$ cat src/rtl/tx_sequencer.sv
// Sweep scheduler above the IR playback controller. It debounces the button, issues start requests,
// retries after controller failures and shares the delay timer. Optional sweep watchdog: SWEEP_WATCHDOG_EN.
module tx_sequencer #(
    parameter int          DELAY_BITS      = 16,
    parameter int          GAP_TICKS       = 20000,
    parameter int          DEBOUNCE_CYCLES = 50000,
    parameter int          MAX_RETRY       = 3,
    parameter logic [23:0] WATCHDOG_CYCLES = 24'hFFFFFF
) (
    input  logic                  clock_in,
    input  logic                  reset_n_in,
    input  logic                  button_in,
    input  logic                  loop_mode_in,
    input  logic                  abort_in,
    output logic                  ctl_reset_out,
    output logic                  ctl_start_out,
    input  logic                  ctl_busy_in,
    input  logic                  ctl_fail_in,
    input  logic                  ctl_delay_enable_in,
    input  logic                  ctl_delay_start_strobe_in,
    input  logic [DELAY_BITS-1:0] ctl_delay_value_in,
    output logic                  ctl_delay_busy_out,
    output logic                  dly_enable_out,
    output logic                  dly_start_strobe_out,
    output logic [DELAY_BITS-1:0] dly_value_out,
    input  logic                  dly_busy_in,
    output logic                  busy_out,
    output logic                  fail_out,
    output logic [7:0]            sweep_count_out
);

    typedef enum logic [2:0] {
        S_INIT, S_IDLE, S_START, S_WAIT_BUSY, S_RUN, S_GAP, S_RECOVER, S_FAULT
    } state_t;

    localparam int DB_W = $clog2(DEBOUNCE_CYCLES + 1);

    state_t          state;
    logic            btn_meta, btn_sync, btn_level, btn_level_d;
    logic [DB_W-1:0] db_cnt;
    logic            press;
    logic            rst_phase;
    logic [1:0]      wait_cnt;
    logic [7:0]      retry_cnt;
    logic            stop_req;
    logic            loop_latched;
    logic            gap_seen;
    logic            wd_expired;

    // The filtered level only flips once the synchronized input has disagreed with it for the full window.
    always_ff @(posedge clock_in or negedge reset_n_in) begin
        if (!reset_n_in) begin
            btn_meta    <= 1'b0;
            btn_sync    <= 1'b0;
            btn_level   <= 1'b0;
            btn_level_d <= 1'b0;
            db_cnt      <= '0;
        end else begin
            btn_meta    <= button_in;
            btn_sync    <= btn_meta;
            btn_level_d <= btn_level;
            if (btn_sync == btn_level) begin
                db_cnt <= '0;
            end else if (db_cnt == DB_W'(DEBOUNCE_CYCLES - 1)) begin
                btn_level <= btn_sync;
                db_cnt    <= '0;
            end else begin
                db_cnt <= db_cnt + DB_W'(1);
            end
        end
    end

    assign press = btn_level & ~btn_level_d;

`ifdef SWEEP_WATCHDOG_EN
    logic [23:0] wd_cnt;

    always_ff @(posedge clock_in or negedge reset_n_in) begin
        if (!reset_n_in) begin
            wd_cnt <= '0;
        end else if (state == S_START) begin
            wd_cnt <= '0;
        end else if (state == S_WAIT_BUSY || state == S_RUN) begin
            wd_cnt <= wd_cnt + 24'd1;
        end
    end

    assign wd_expired = (state == S_WAIT_BUSY || state == S_RUN) && (wd_cnt == WATCHDOG_CYCLES - 24'd1);
`else
    logic unused_wd;
    assign unused_wd  = ^WATCHDOG_CYCLES;
    assign wd_expired = 1'b0;
`endif

    // Outputs are registered to match the state being entered; abort reuses the S_INIT reset pulse.
    always_ff @(posedge clock_in or negedge reset_n_in) begin
        if (!reset_n_in) begin
            state           <= S_INIT;
            rst_phase       <= 1'b0;
            wait_cnt        <= '0;
            retry_cnt       <= '0;
            stop_req        <= 1'b0;
            loop_latched    <= 1'b0;
            gap_seen        <= 1'b0;
            sweep_count_out <= '0;
            ctl_reset_out   <= 1'b1;
            ctl_start_out   <= 1'b0;
            busy_out        <= 1'b0;
            fail_out        <= 1'b0;
        end else begin
            ctl_start_out <= 1'b0;
            ctl_reset_out <= 1'b0;
            busy_out      <= 1'b1;
            fail_out      <= 1'b0;
            if (abort_in && state != S_INIT) begin
                state         <= S_INIT;
                rst_phase     <= 1'b0;
                ctl_reset_out <= 1'b1;
                retry_cnt     <= '0;
                stop_req      <= 1'b0;
            end else begin
                case (state)
                    S_INIT: begin
                        if (!rst_phase) begin
                            rst_phase     <= 1'b1;
                            ctl_reset_out <= 1'b1;
                        end else begin
                            state    <= S_IDLE;
                            busy_out <= 1'b0;
                        end
                    end
                    S_IDLE: begin
                        if (press) begin
                            state         <= S_START;
                            ctl_start_out <= 1'b1;
                            retry_cnt     <= '0;
                            stop_req      <= 1'b0;
                        end else begin
                            busy_out <= 1'b0;
                        end
                    end
                    S_START: begin
                        state        <= S_WAIT_BUSY;
                        loop_latched <= loop_mode_in;
                        wait_cnt     <= '0;
                    end
                    S_WAIT_BUSY: begin
                        if (wd_expired || (!ctl_busy_in && wait_cnt == 2'd3)) begin
                            state         <= S_RECOVER;
                            rst_phase     <= 1'b0;
                            ctl_reset_out <= 1'b1;
                        end else if (ctl_busy_in) begin
                            state <= S_RUN;
                        end else begin
                            wait_cnt <= wait_cnt + 2'd1;
                        end
                    end
                    S_RUN: begin
                        if (ctl_fail_in || wd_expired) begin
                            state         <= S_RECOVER;
                            rst_phase     <= 1'b0;
                            ctl_reset_out <= 1'b1;
                        end else if (!ctl_busy_in) begin
                            sweep_count_out <= sweep_count_out + 8'd1;
                            retry_cnt       <= '0;
                            if (loop_latched && !(stop_req || press)) begin
                                state    <= S_GAP;
                                gap_seen <= 1'b0;
                            end else begin
                                state    <= S_IDLE;
                                busy_out <= 1'b0;
                            end
                        end else if (press) begin
                            stop_req <= 1'b1;
                        end
                    end
                    S_GAP: begin
                        if (GAP_TICKS == 0 || (gap_seen && !dly_busy_in)) begin
                            if (stop_req || press) begin
                                state    <= S_IDLE;
                                busy_out <= 1'b0;
                            end else begin
                                state         <= S_START;
                                ctl_start_out <= 1'b1;
                            end
                        end else begin
                            if (dly_busy_in) gap_seen <= 1'b1;
                            if (press) stop_req <= 1'b1;
                        end
                    end
                    S_RECOVER: begin
                        if (!rst_phase) begin
                            rst_phase     <= 1'b1;
                            ctl_reset_out <= 1'b1;
                        end else begin
                            retry_cnt <= retry_cnt + 8'd1;
                            if ((9'(retry_cnt) + 9'd1) < 9'(MAX_RETRY)) begin
                                state         <= S_START;
                                ctl_start_out <= 1'b1;
                            end else begin
                                state    <= S_FAULT;
                                busy_out <= 1'b0;
                                fail_out <= 1'b1;
                            end
                        end
                    end
                    S_FAULT: begin
                        busy_out <= 1'b0;
                        fail_out <= 1'b1;
                    end
                    default: begin
                        state     <= S_INIT;
                        rst_phase <= 1'b0;
                    end
                endcase
            end
        end
    end

    // The controller owns the delay timer while a sweep is in flight; the sequencer owns it during the gap.
    always_comb begin
        dly_enable_out       = 1'b0;
        dly_start_strobe_out = 1'b0;
        dly_value_out        = '0;
        ctl_delay_busy_out   = 1'b0;
        case (state)
            S_WAIT_BUSY, S_RUN: begin
                dly_enable_out       = ctl_delay_enable_in;
                dly_start_strobe_out = ctl_delay_start_strobe_in;
                dly_value_out        = ctl_delay_value_in;
                ctl_delay_busy_out   = dly_busy_in;
            end
            S_GAP: begin
                dly_enable_out       = 1'b1;
                dly_start_strobe_out = !gap_seen && (GAP_TICKS != 0);
                dly_value_out        = DELAY_BITS'(GAP_TICKS);
            end
            default: ;
        endcase
    end

endmodule

$ cat config.mk
export PLATFORM = sky130hd
export DESIGN_NAME = tx_sequencer
export DESIGN_NICKNAME = d
export VERILOG_FILES = /design/src/rtl/tx_sequencer.sv
export SDC_FILE = /design/constraint.sdc
export NUM_CORES = 1
export LEC_CHECK = 0
export ABC_AREA = 1
export CAP_MARGIN = 25
export CORE_MARGIN = 5
export CORE_UTILIZATION = 55
export DETAILED_ROUTE_END_ITERATION = 8
export PLACE_DENSITY = 0.95
export SYNTH_ARGS = -nofsm -noshare
export SYNTH_HDL_FRONTEND = slang
export SYNTH_SLANG_ARGS = --single-unit
$ cat constraint.sdc
create_clock -name clock_in -period 3.3 [get_ports clock_in]
set_clock_uncertainty 0.2 [all_clocks]
set_input_delay 0.825 -clock clock_in [delete_from_list [all_inputs] [get_ports clock_in]]
set_output_delay 0.825 -clock clock_in [all_outputs]
set_load 0.1 [all_outputs]
==> results of run 1 <==
## kinds of logic after synthesis
family	Yosys count	synth area share
simple gates	218	0.347
buf+inv	64	0.0892
flops	49	0.419
compound gates	47	0.0875
xor+xnor	11	0.0328
fa+ha+maj	4	0.0171
mux	2	0.00768
## layer usage
metal / global-route usage / vias to the layer above / wire, um
met5: 0 / - / 0
met4: 0.0594 / 0 / 141
met3: 0.0455 / 17 / 422
met2: 0.398 / 107 / 3870
met1: 0.273 / 1339 / 3050
li1: - / 1381 / -
## per-stage QoR
stage               TNS [ns]  hold WS, ns  instance area [um^2]
floorplan              -1.71        0.131                  2930
global placement           0        0.141                  3700
detailed placement         0        0.152                  3700
CTS                        0        0.159                  3800
global route               0        0.152                  3810
finish                     0        0.149                  3810
## critical path, cell delays in order (launching register included)
cell and delay [ns]:
sky130_fd_sc_hd__dfrtp_1 0.53, sky130_fd_sc_hd__nor2_4 0.19, sky130_fd_sc_hd__nand2_1 0.17, sky130_fd_sc_hd__nand2_2 0.20, sky130_fd_sc_hd__inv_1 0.21, sky130_fd_sc_hd__nor2_1 0.27, sky130_fd_sc_hd__buf_12 0.21
## sequential cells by signal, indices dropped and copies added, names as in the netlist, 2 cells and up
register         cells
db_cnt              16
retry_cnt            8
sweep_count_out      8
state                3
wait_cnt             2
## final timing paths
| kind | start | to | slack [ns] | cells after the start |
|---|---|---|---|---|
| min in group clock_in | btn_meta | btn_sync | 0.16 | 0 |
| hold reg to reg | btn_meta | btn_sync | 0.16 | 0 |
| setup reg to reg | state[1] | busy_out | 1.10 | 7 |
| setup / recovery | state[1] | dly_value_out[15] | 0.20 | 6 |
| max in group asynchronous | reset_n_in | state[1] | 2.00 | 2 |
| hold / removal | reset_n_in | db_cnt[15] | 0.15 | 1 |
## cell usage in the layout (no fill, tap or decap), types with 6 or more instances in the layout
cell / count
sky130_fd_sc_hd__buf_4: 13
sky130_fd_sc_hd__dfrtp_1: 48
sky130_fd_sc_hd__nand3_1: 28
sky130_fd_sc_hd__buf_12: 19
sky130_fd_sc_hd__inv_1: 55
sky130_fd_sc_hd__xnor2_1: 6
sky130_fd_sc_hd__nor3_1: 8
sky130_fd_sc_hd__a21oi_1: 12
sky130_fd_sc_hd__clkdlybuf4s50_1: 24
sky130_fd_sc_hd__o21ai_0: 24
sky130_fd_sc_hd__nor2_1: 55
sky130_fd_sc_hd__nand4_1: 8
sky130_fd_sc_hd__nand2_1: 93
## timing repair
item                                    CTS  global route
endpoints found under the setup margin    0             5
setup buffers                             0             0
gates resized for setup                   0             1
## layout make-up
type,instances,share of cell area
inverter,57,0.0562
tap,70,0.0230
clock buffer,6,0.0191
clock inverter,2,0.00920
multi-input combinational,282,0.380
timing repair buffer,57,0.190
sequential,49,0.322
## report_power, final
group          internal (W)  switching (W)
Clock              0.000225       0.000196
Sequential         0.000667      0.0000779
Combinational      0.000414       0.000953
Total               0.00131        0.00123
==> report_table.html, run 1 <==
<table>
<tr><th>Metric</th><th>Value</th></tr>
<tr><th colspan="2">Clock network</th></tr>
<tr><td>Total clock sinks</td><td>49</td></tr>
<tr><td>Number of buffers created by CTS</td><td>5</td></tr>
<tr><td>Clock root buffer master</td><td>sky130_fd_sc_hd__clkbuf_8</td></tr>
<tr><td>CTS tree</td><td>done</td></tr>
<tr><td>Clock-pin transition on the worst setup and hold timing paths</td><td>0.09 ns</td></tr>
<tr><td>Clock Latency Late Sink</td><td>0.31 ns</td></tr>
<tr><td>Total of hold buffers inserted after clock tree synthesis</td><td>0</td></tr>
<tr><td>Max Buffers Root-to-Sink</td><td>2</td></tr>
<tr><td>Total number of H-tree levels</td><td>2</td></tr>
<tr><th colspan="2">Drt</th></tr>
<tr><td>1st-pass router iterations</td><td>6</td></tr>
<tr><td>Detail-routed net length per standard cell</td><td>14.3 um</td></tr>
<tr><td>Total DRC errors in the routed layout</td><td>0</td></tr>
<tr><td>Initial detailed-routing violation count</td><td>206</td></tr>
<tr><td>Antenna violation net count after detailed routing</td><td>0</td></tr>
<tr><td>Sum of routed wire length over all layers</td><td>7490 um</td></tr>
<tr><td>Vias</td><td>2,844</td></tr>
<tr><td>Via density per instance</td><td>5.44</td></tr>
<tr><th colspan="2">Floorplanning</th></tr>
<tr><td>Area of the die</td><td>6890 um^2</td></tr>
<tr><td>Initial standard-cell utilization of the core</td><td>0.571</td></tr>
<tr><td>Cell row count</td><td>26</td></tr>
<tr><td>Chip height</td><td>83.0 um</td></tr>
<tr><td>Top Ports</td><td>57</td></tr>
<tr><td>Core Footprint</td><td>5140 um^2</td></tr>
<tr><td>Horizontal extent of the die</td><td>83.0 um</td></tr>
<tr><th colspan="2">Logic synthesis</th></tr>
<tr><td>Post-synth EDFFs</td><td>0</td></tr>
<tr><td>Fraction of synthesized cell area taken by the top area cell type</td><td>0.410</td></tr>
<tr><td>FFs w/ async S/R, synth</td><td>1.00</td></tr>
<tr><td>Synth Instances</td><td>395</td></tr>
<tr><td>Sequential cell area fraction in the yosys report</td><td>0.419</td></tr>
<tr><td>Top cells by instance count after synthesis</td><td>sky130_fd_sc_hd__nand2_1 (94), sky130_fd_sc_hd__inv_1 (55), sky130_fd_sc_hd__nor2_1 (55), sky130_fd_sc_hd__dfrtp_1 (48), sky130_fd_sc_hd__nand3_1 (28)</td></tr>
<tr><td>Summed instance area of the synthesized netlist</td><td>2930 um^2</td></tr>
<tr><td>Post-synth top area cell</td><td>sky130_fd_sc_hd__dfrtp_1</td></tr>
<tr><td>Syn Area/Cell</td><td>7.42 um^2</td></tr>
<tr><td>Synth area leaders</td><td>sky130_fd_sc_hd__dfrtp_1 (41%), sky130_fd_sc_hd__nand2_1 (12%), sky130_fd_sc_hd__inv_1 (7.0%), sky130_fd_sc_hd__nor2_1 (7.0%), sky130_fd_sc_hd__nand3_1 (4.8%)</td></tr>
<tr><td>Syn. warnings</td><td>0</td></tr>
<tr><td>Synth Flop Type</td><td>sky130_fd_sc_hd__dfrtp_1</td></tr>
<tr><td>Most frequent cell after synthesis</td><td>sky130_fd_sc_hd__nand2_1</td></tr>
<tr><td>Library cells used by synthesis</td><td>38</td></tr>
<tr><td>Post-synth net total</td><td>425</td></tr>
<tr><td>Synth Register Bits</td><td>49</td></tr>
<tr><th colspan="2">Layout</th></tr>
<tr><td>FF+latch area</td><td>1230 um^2</td></tr>
<tr><td>Utilization after layout</td><td>0.741</td></tr>
<tr><td>Fin nets</td><td>482</td></tr>
<tr><td>Filler-free cell count of the finished design</td><td>523</td></tr>
<tr><td>Area grow syn2layout</td><td>29.8%</td></tr>
<tr><td>ANT cells</td><td>0</td></tr>
<tr><td>Fillcell total</td><td>382</td></tr>
<tr><td>Multi-input combinational cell area</td><td>1450 um^2</td></tr>
<tr><td>Fraction of layout instances using a drive strength above 1</td><td>0.143</td></tr>
<tr><th colspan="2">Run status</th></tr>
<tr><td>Outcome</td><td>complete, no violations</td></tr>
<tr><th colspan="2">STA</th></tr>
<tr><td>Fin worst setup slack</td><td>0.195 ns</td></tr>
<tr><td>Post-route clock period utilization</td><td>0.941</td></tr>
<tr><td>Highest achievable clock rate</td><td>0.322 GHz</td></tr>
<tr><td>Number of pins with negative max-slew slack in the final report</td><td>0</td></tr>
<tr><td>Final min period</td><td>3.10 ns</td></tr>
<tr><td>Number of setup violations in the final report</td><td>0</td></tr>
<tr><td>Final hold viol count</td><td>0</td></tr>
<tr><td>Setup repair after global routing missed its margin</td><td>false</td></tr>
<tr><td>Worst slew pin tran</td><td>0.513 ns</td></tr>
<tr><td>Max-Slew Margin vs Limit</td><td>0.657</td></tr>
<tr><th colspan="2">Pwr</th></tr>
<tr><td>Design Power</td><td>0.00253 W</td></tr>
<tr><td>Static leakage</td><td>1.82 nW</td></tr>
<tr><td>Pwr/cell area</td><td>665 nW/um^2</td></tr>
<tr><td>Largest voltage drop on the vdd net</td><td>0.000590 V</td></tr>
<tr><th colspan="2">Global routing</th></tr>
<tr><td>First-pass GRT wire length</td><td>12,800 um</td></tr>
<tr><td>All-Layer GR Usage</td><td>0.223</td></tr>
<tr><td>Vias in the first global route</td><td>2,733</td></tr>
<tr><td>Largest net degree at the start of global routing</td><td>41</td></tr>
<tr><td>Antenna violations before repair</td><td>0</td></tr>
<tr><td>Leftover overflow at the end of global routing</td><td>0</td></tr>
<tr><th colspan="2">Setup path</th></tr>
<tr><td>Crit path kind</td><td>reg2out</td></tr>
<tr><td>Startpoint type of the worst setup path</td><td>flip-flop</td></tr>
<tr><td>Max FO, Critical Path</td><td>13</td></tr>
<tr><td>Endpoint arrival time on the critical path</td><td>2.08 ns</td></tr>
<tr><td>Required time of the critical path</td><td>2.27 ns</td></tr>
<tr><td>Setup crit end kind</td><td>output pin</td></tr>
<tr><th colspan="2">Placement</th></tr>
<tr><td>Cell total after placement</td><td>515</td></tr>
<tr><td>DP Wirelength</td><td>5660 um</td></tr>
<tr><td>Routability congestion estimate from global placement</td><td>0.946</td></tr>
<tr><td>Number of port buffers</td><td>56</td></tr>
<tr><td>Worst Setup Slack post-DPL</td><td>0.464 ns</td></tr>
<tr><th colspan="2">Worst hold path</th></tr>
<tr><td>Classification of the worst-slack hold path</td><td>in2async</td></tr>
<tr><th colspan="2">Job</th></tr>
<tr><td>Number of max-cap violations</td><td>0</td></tr>
</table>
Note: power is estimated with default switching activity, not from simulation.
==> run 2: changes to the inputs <==
--- a/config.mk
+++ b/config.mk
@@ -7,6 +7,7 @@
 export LEC_CHECK = 0
 export ABC_AREA = 1
 export CAP_MARGIN = 25
+export CORE_ASPECT_RATIO = 0.8
 export CORE_MARGIN = 5
 export CORE_UTILIZATION = 55
 export DETAILED_ROUTE_END_ITERATION = 8
==> run 2 against run 1 <==
Effect of this change: count of clock-buffer cells in the layout is 1 lower; maximum frequency is 0.66% higher; combinational power is 3% higher; die area is 0.13% higher; critical path depth stayed put; wire length is 7.1% higher; critical path type unchanged.
==> report_table.html, run 2 (synthesis results as in run 1) <==
<table>
<tr><th>Metric</th><th>Value</th></tr>
<tr><th colspan="2">Pwr</th></tr>
<tr><td>Net switching fraction of the power</td><td>0.488 (was 0.484)</td></tr>
<tr><td>Static leakage</td><td>1.83 nW (was 1.82 nW)</td></tr>
<tr><td>Switching power</td><td>0.00125 W (was 0.00123 W)</td></tr>
<tr><td>Sequential share of power</td><td>0.288 (was 0.294)</td></tr>
<tr><td>Pwr/cell area</td><td>674 nW/um^2 (was 665 nW/um^2)</td></tr>
<tr><td>Clock Power Share</td><td>0.163 (was 0.166)</td></tr>
<tr><td>Share of total power in combinational logic</td><td>0.549 (was 0.540)</td></tr>
<tr><td>Internal power</td><td>0.00132 W (was 0.00131 W)</td></tr>
<tr><td>Design Power</td><td>0.00257 W (was 0.00253 W)</td></tr>
<tr><td>Largest voltage drop on the vdd net</td><td>0.000418 V (was 0.000590 V)</td></tr>
<tr><th colspan="2">Layout</th></tr>
<tr><td>Fin nets</td><td>485 (was 482)</td></tr>
<tr><td>Filler-free cell count of the finished design</td><td>517 (was 523)</td></tr>
<tr><td>Fraction of layout instances using a drive strength above 1</td><td>0.149 (was 0.143)</td></tr>
<tr><td>Biggest register</td><td>db_cnt (unchanged)</td></tr>
<tr><td>ANT cells</td><td>0 (unchanged)</td></tr>
<tr><td>Multi-input combinational cell area</td><td>1450 um^2 (unchanged)</td></tr>
<tr><td>Utilization after layout</td><td>0.749 (was 0.741)</td></tr>
<tr><td>Post-route cell area</td><td>3810 um^2 (about the same)</td></tr>
<tr><td>Most frequent cells in the layout</td><td>sky130_fd_sc_hd__nand2_1 (93), sky130_fd_sc_hd__inv_1 (55), sky130_fd_sc_hd__nor2_1 (55), sky130_fd_sc_hd__dfrtp_1 (48), sky130_fd_sc_hd__nand3_1 (28) (unchanged)</td></tr>
<tr><td>Area grow syn2layout</td><td>30.1% (was 29.8%)</td></tr>
<tr><td>FF+latch area</td><td>1230 um^2 (unchanged)</td></tr>
<tr><td>Most frequent standard cell in the layout excluding fill and tap cells</td><td>sky130_fd_sc_hd__nand2_1 (unchanged)</td></tr>
<tr><td>Fillcell total</td><td>336 (was 382)</td></tr>
<tr><td>Number of flip-flops under the largest register name</td><td>16 (unchanged)</td></tr>
<tr><td>Biggest registers after layout</td><td>db_cnt (16), retry_cnt (8), sweep_count_out (8) (unchanged)</td></tr>
<tr><th colspan="2">Placement</th></tr>
<tr><td>Number of port buffers</td><td>56 (unchanged)</td></tr>
<tr><td>Worst Setup Slack post-DPL</td><td>0.487 ns (was 0.464 ns)</td></tr>
<tr><td>DP Wirelength</td><td>6200 um (was 5660 um)</td></tr>
<tr><td>Area post-placement</td><td>3710 um^2 (was 3700 um^2)</td></tr>
<tr><td>Cell total after placement</td><td>510 (was 515)</td></tr>
<tr><td>Routability congestion estimate from global placement</td><td>0.972 (was 0.946)</td></tr>
<tr><th colspan="2">Drt</th></tr>
<tr><td>Detail-routed net length per standard cell</td><td>15.5 um (was 14.3 um)</td></tr>
<tr><td>1st-pass router iterations</td><td>7 (was 6)</td></tr>
<tr><td>Sum of routed wire length over all layers</td><td>8020 um (was 7490 um)</td></tr>
<tr><td>Vias</td><td>2,857 (was 2,844)</td></tr>
<tr><td>Antenna violation net count after detailed routing</td><td>0 (unchanged)</td></tr>
<tr><td>Total DRC errors in the routed layout</td><td>0 (unchanged)</td></tr>
<tr><td>Initial detailed-routing violation count</td><td>247 (was 206)</td></tr>
<tr><td>Via density per instance</td><td>5.53 (was 5.44)</td></tr>
<tr><th colspan="2">STA</th></tr>
<tr><td>Number of pins with negative max-slew slack in the final report</td><td>0 (unchanged)</td></tr>
<tr><td>Worst slew pin tran</td><td>0.405 ns (was 0.513 ns)</td></tr>
<tr><td>Final hold viol count</td><td>0 (unchanged)</td></tr>
<tr><td>Number of setup violations in the final report</td><td>0 (unchanged)</td></tr>
<tr><td>Highest achievable clock rate</td><td>0.324 GHz (was 0.322 GHz)</td></tr>
<tr><td>Final min period</td><td>3.08 ns (was 3.10 ns)</td></tr>
<tr><td>Max-Slew Margin vs Limit</td><td>0.730 (was 0.657)</td></tr>
<tr><td>Fin worst setup slack</td><td>0.215 ns (was 0.195 ns)</td></tr>
<tr><td>Setup repair after global routing missed its margin</td><td>false (unchanged)</td></tr>
<tr><td>Post-route clock period utilization</td><td>0.935 (was 0.941)</td></tr>
<tr><th colspan="2">Global routing</th></tr>
<tr><td>First-pass GRT wire length</td><td>12,700 um (was 12,800 um)</td></tr>
<tr><td>Leftover overflow at the end of global routing</td><td>0 (unchanged)</td></tr>
<tr><td>Largest net degree at the start of global routing</td><td>32 (was 41)</td></tr>
<tr><td>Vias in the first global route</td><td>2,731 (was 2,733)</td></tr>
<tr><td>All-Layer GR Usage</td><td>0.233 (was 0.223)</td></tr>
<tr><td>Antenna violations before repair</td><td>0 (unchanged)</td></tr>
<tr><th colspan="2">Setup path</th></tr>
<tr><td>FF-to-FF setup slack</td><td>1.20 ns (was 1.10 ns)</td></tr>
<tr><td>Number of cells traversed by the worst register-to-register path</td><td>9 (was 7)</td></tr>
<tr><td>Buffer and inverter count on the worst path</td><td>3 (was 2)</td></tr>
<tr><td>Worst reg2reg startpoint</td><td>state[1] (unchanged)</td></tr>
<tr><td>Startpoint type of the worst setup path</td><td>flip-flop (unchanged)</td></tr>
<tr><td>Worst path slowest cell</td><td>sky130_fd_sc_hd__dfrtp_1 (unchanged)</td></tr>
<tr><td>Required time of the critical path</td><td>2.27 ns (about the same)</td></tr>
<tr><td>Setup crit end kind</td><td>output pin (unchanged)</td></tr>
<tr><td>Highest cell delay on the worst timing path</td><td>0.50 ns (was 0.53 ns)</td></tr>
<tr><td>Max FO, Critical Path</td><td>13 (unchanged)</td></tr>
<tr><td>Crit. Startpoint</td><td>state[2] (was state[1])</td></tr>
<tr><td>Cell family with the largest share of critical-path delay</td><td>simple AND/OR/NAND/NOR gates (unchanged)</td></tr>
<tr><td>Critical path cell sequence</td><td>inv_2 -&gt; nand3_1 -&gt; nand2_2 -&gt; inv_1 -&gt; nor2_1 -&gt; buf_12 (was nor2_4 -&gt; nand2_1 -&gt; nand2_2 -&gt; inv_1 -&gt; nor2_1 -&gt; buf_12)</td></tr>
<tr><td>Crit path kind</td><td>reg2out (unchanged)</td></tr>
<tr><td>Destination of the worst register-to-register timing path</td><td>state[1] (was busy_out)</td></tr>
<tr><td>Endpoint arrival time on the critical path</td><td>2.06 ns (was 2.08 ns)</td></tr>
<tr><th colspan="2">Floorplanning</th></tr>
<tr><td>Horizontal extent of the die</td><td>91.6 um (was 83.0 um)</td></tr>
<tr><td>Core Footprint</td><td>5090 um^2 (was 5140 um^2)</td></tr>
<tr><td>Chip height</td><td>75.3 um (was 83.0 um)</td></tr>
<tr><td>Area of the die</td><td>6900 um^2 (was 6890 um^2)</td></tr>
<tr><td>Initial standard-cell utilization of the core</td><td>0.576 (was 0.571)</td></tr>
<tr><td>Top Ports</td><td>57 (unchanged)</td></tr>
<tr><td>Cell row count</td><td>23 (was 26)</td></tr>
<tr><th colspan="2">Worst hold path</th></tr>
<tr><td>End point of the worst hold path</td><td>btn_sync</td></tr>
<tr><td>Hold Path Depth</td><td>0</td></tr>
<tr><td>Classification of the worst-slack hold path</td><td>reg2reg (was in2async)</td></tr>
<tr><td>Critical hold path startpoint</td><td>btn_meta</td></tr>
<tr><th colspan="2">Clock network</th></tr>
<tr><td>CTS tree</td><td>done (unchanged)</td></tr>
<tr><td>Max Buffers Root-to-Sink</td><td>2 (unchanged)</td></tr>
<tr><td>Clock root buffer master</td><td>sky130_fd_sc_hd__clkbuf_8 (unchanged)</td></tr>
<tr><td>Number of buffers created by CTS</td><td>5 (unchanged)</td></tr>
<tr><td>Total clock sinks</td><td>49 (unchanged)</td></tr>
<tr><td>Clock Latency Late Sink</td><td>0.30 ns (was 0.31 ns)</td></tr>
<tr><td>Total number of H-tree levels</td><td>2 (unchanged)</td></tr>
<tr><td>Clock-pin transition on the worst setup and hold timing paths</td><td>0.09 ns (about the same)</td></tr>
<tr><th colspan="2">Job</th></tr>
<tr><td>Number of max-cap violations</td><td>0 (unchanged)</td></tr>
<tr><th colspan="2">Run status</th></tr>
<tr><td>Outcome</td><td>complete, no violations (unchanged)</td></tr>
</table>
run 2: cell count changes in the layout (fill, tap and decap cells not counted):
cell / previous run / this run
sky130_fd_sc_hd__clkbuf_1: 1 / 0
sky130_fd_sc_hd__buf_4: 13 / 16
run 2: metal layers:
metal	share of wire	GRT usage	routed length (um)
met1	0.42	0.286	3330
met2	0.50	0.414	4000
met3	0.057	0.0592	459
met4	0.027	0.0736	219
met5	0	0	0
run 2: how the worst max path moves through the flow:
stage | end | slack [ns] | cells past startpoint
detailed placement | ctl_delay_busy_out | 0.49 | 4
global placement | ctl_delay_busy_out | 0.50 | 4
finish | dly_value_out[1] | 0.22 | 6
floorplan | dly_value_out[0] | -0.17 | 7
CTS | dly_value_out[1] | 0.18 | 6
global route | dly_value_out[13] | 0.07 | 6
run 2: worst reg2reg max path: cells and delay by family, from the launching register on:
family          cells  cell delay (ns)
flops               1             0.48
compound gates      1             0.25
simple gates        6             0.73
buf+inv             2             0.34
run 2: power by group through the flow:
stage	Clock (W)	Sequential [W]	Combinational (W)
floorplan	0	0.000835	0.000869
global placement	0	0.000738	0.00135
detailed placement	0	0.000746	0.00139
CTS	0.000421	0.000736	0.00140
global route	0.000450	0.000746	0.00148
finish	0.000418	0.000741	0.00141
run 2: what timing repair did:
item                                    CTS  global route
gates resized for setup                   0             1
buffers inserted                          0             0
endpoints found under the setup margin    0             6
hold buffers                              0             0
run 2: through the flow:
step           hold WS, ns  TNS [ns]
2_1_floorplan        0.131     -1.71
3_3_place_gp         0.135         0
3_5_place_dp         0.148         0
4_1_cts              0.171         0
5_1_grt              0.173         0
6_report             0.163         0
run 2: layout make-up:
| type | instances | area share |
|---|---|---|
| Inverter | 57 | 0.0561 |
| Multi-Input combinational cell | 282 | 0.379 |
| Timing Repair Buffer | 60 | 0.195 |
| Clock buffer | 5 | 0.0180 |
| Sequential cell | 49 | 0.322 |
| Tap cell | 62 | 0.0203 |
| Clock inverter | 2 | 0.00918 |
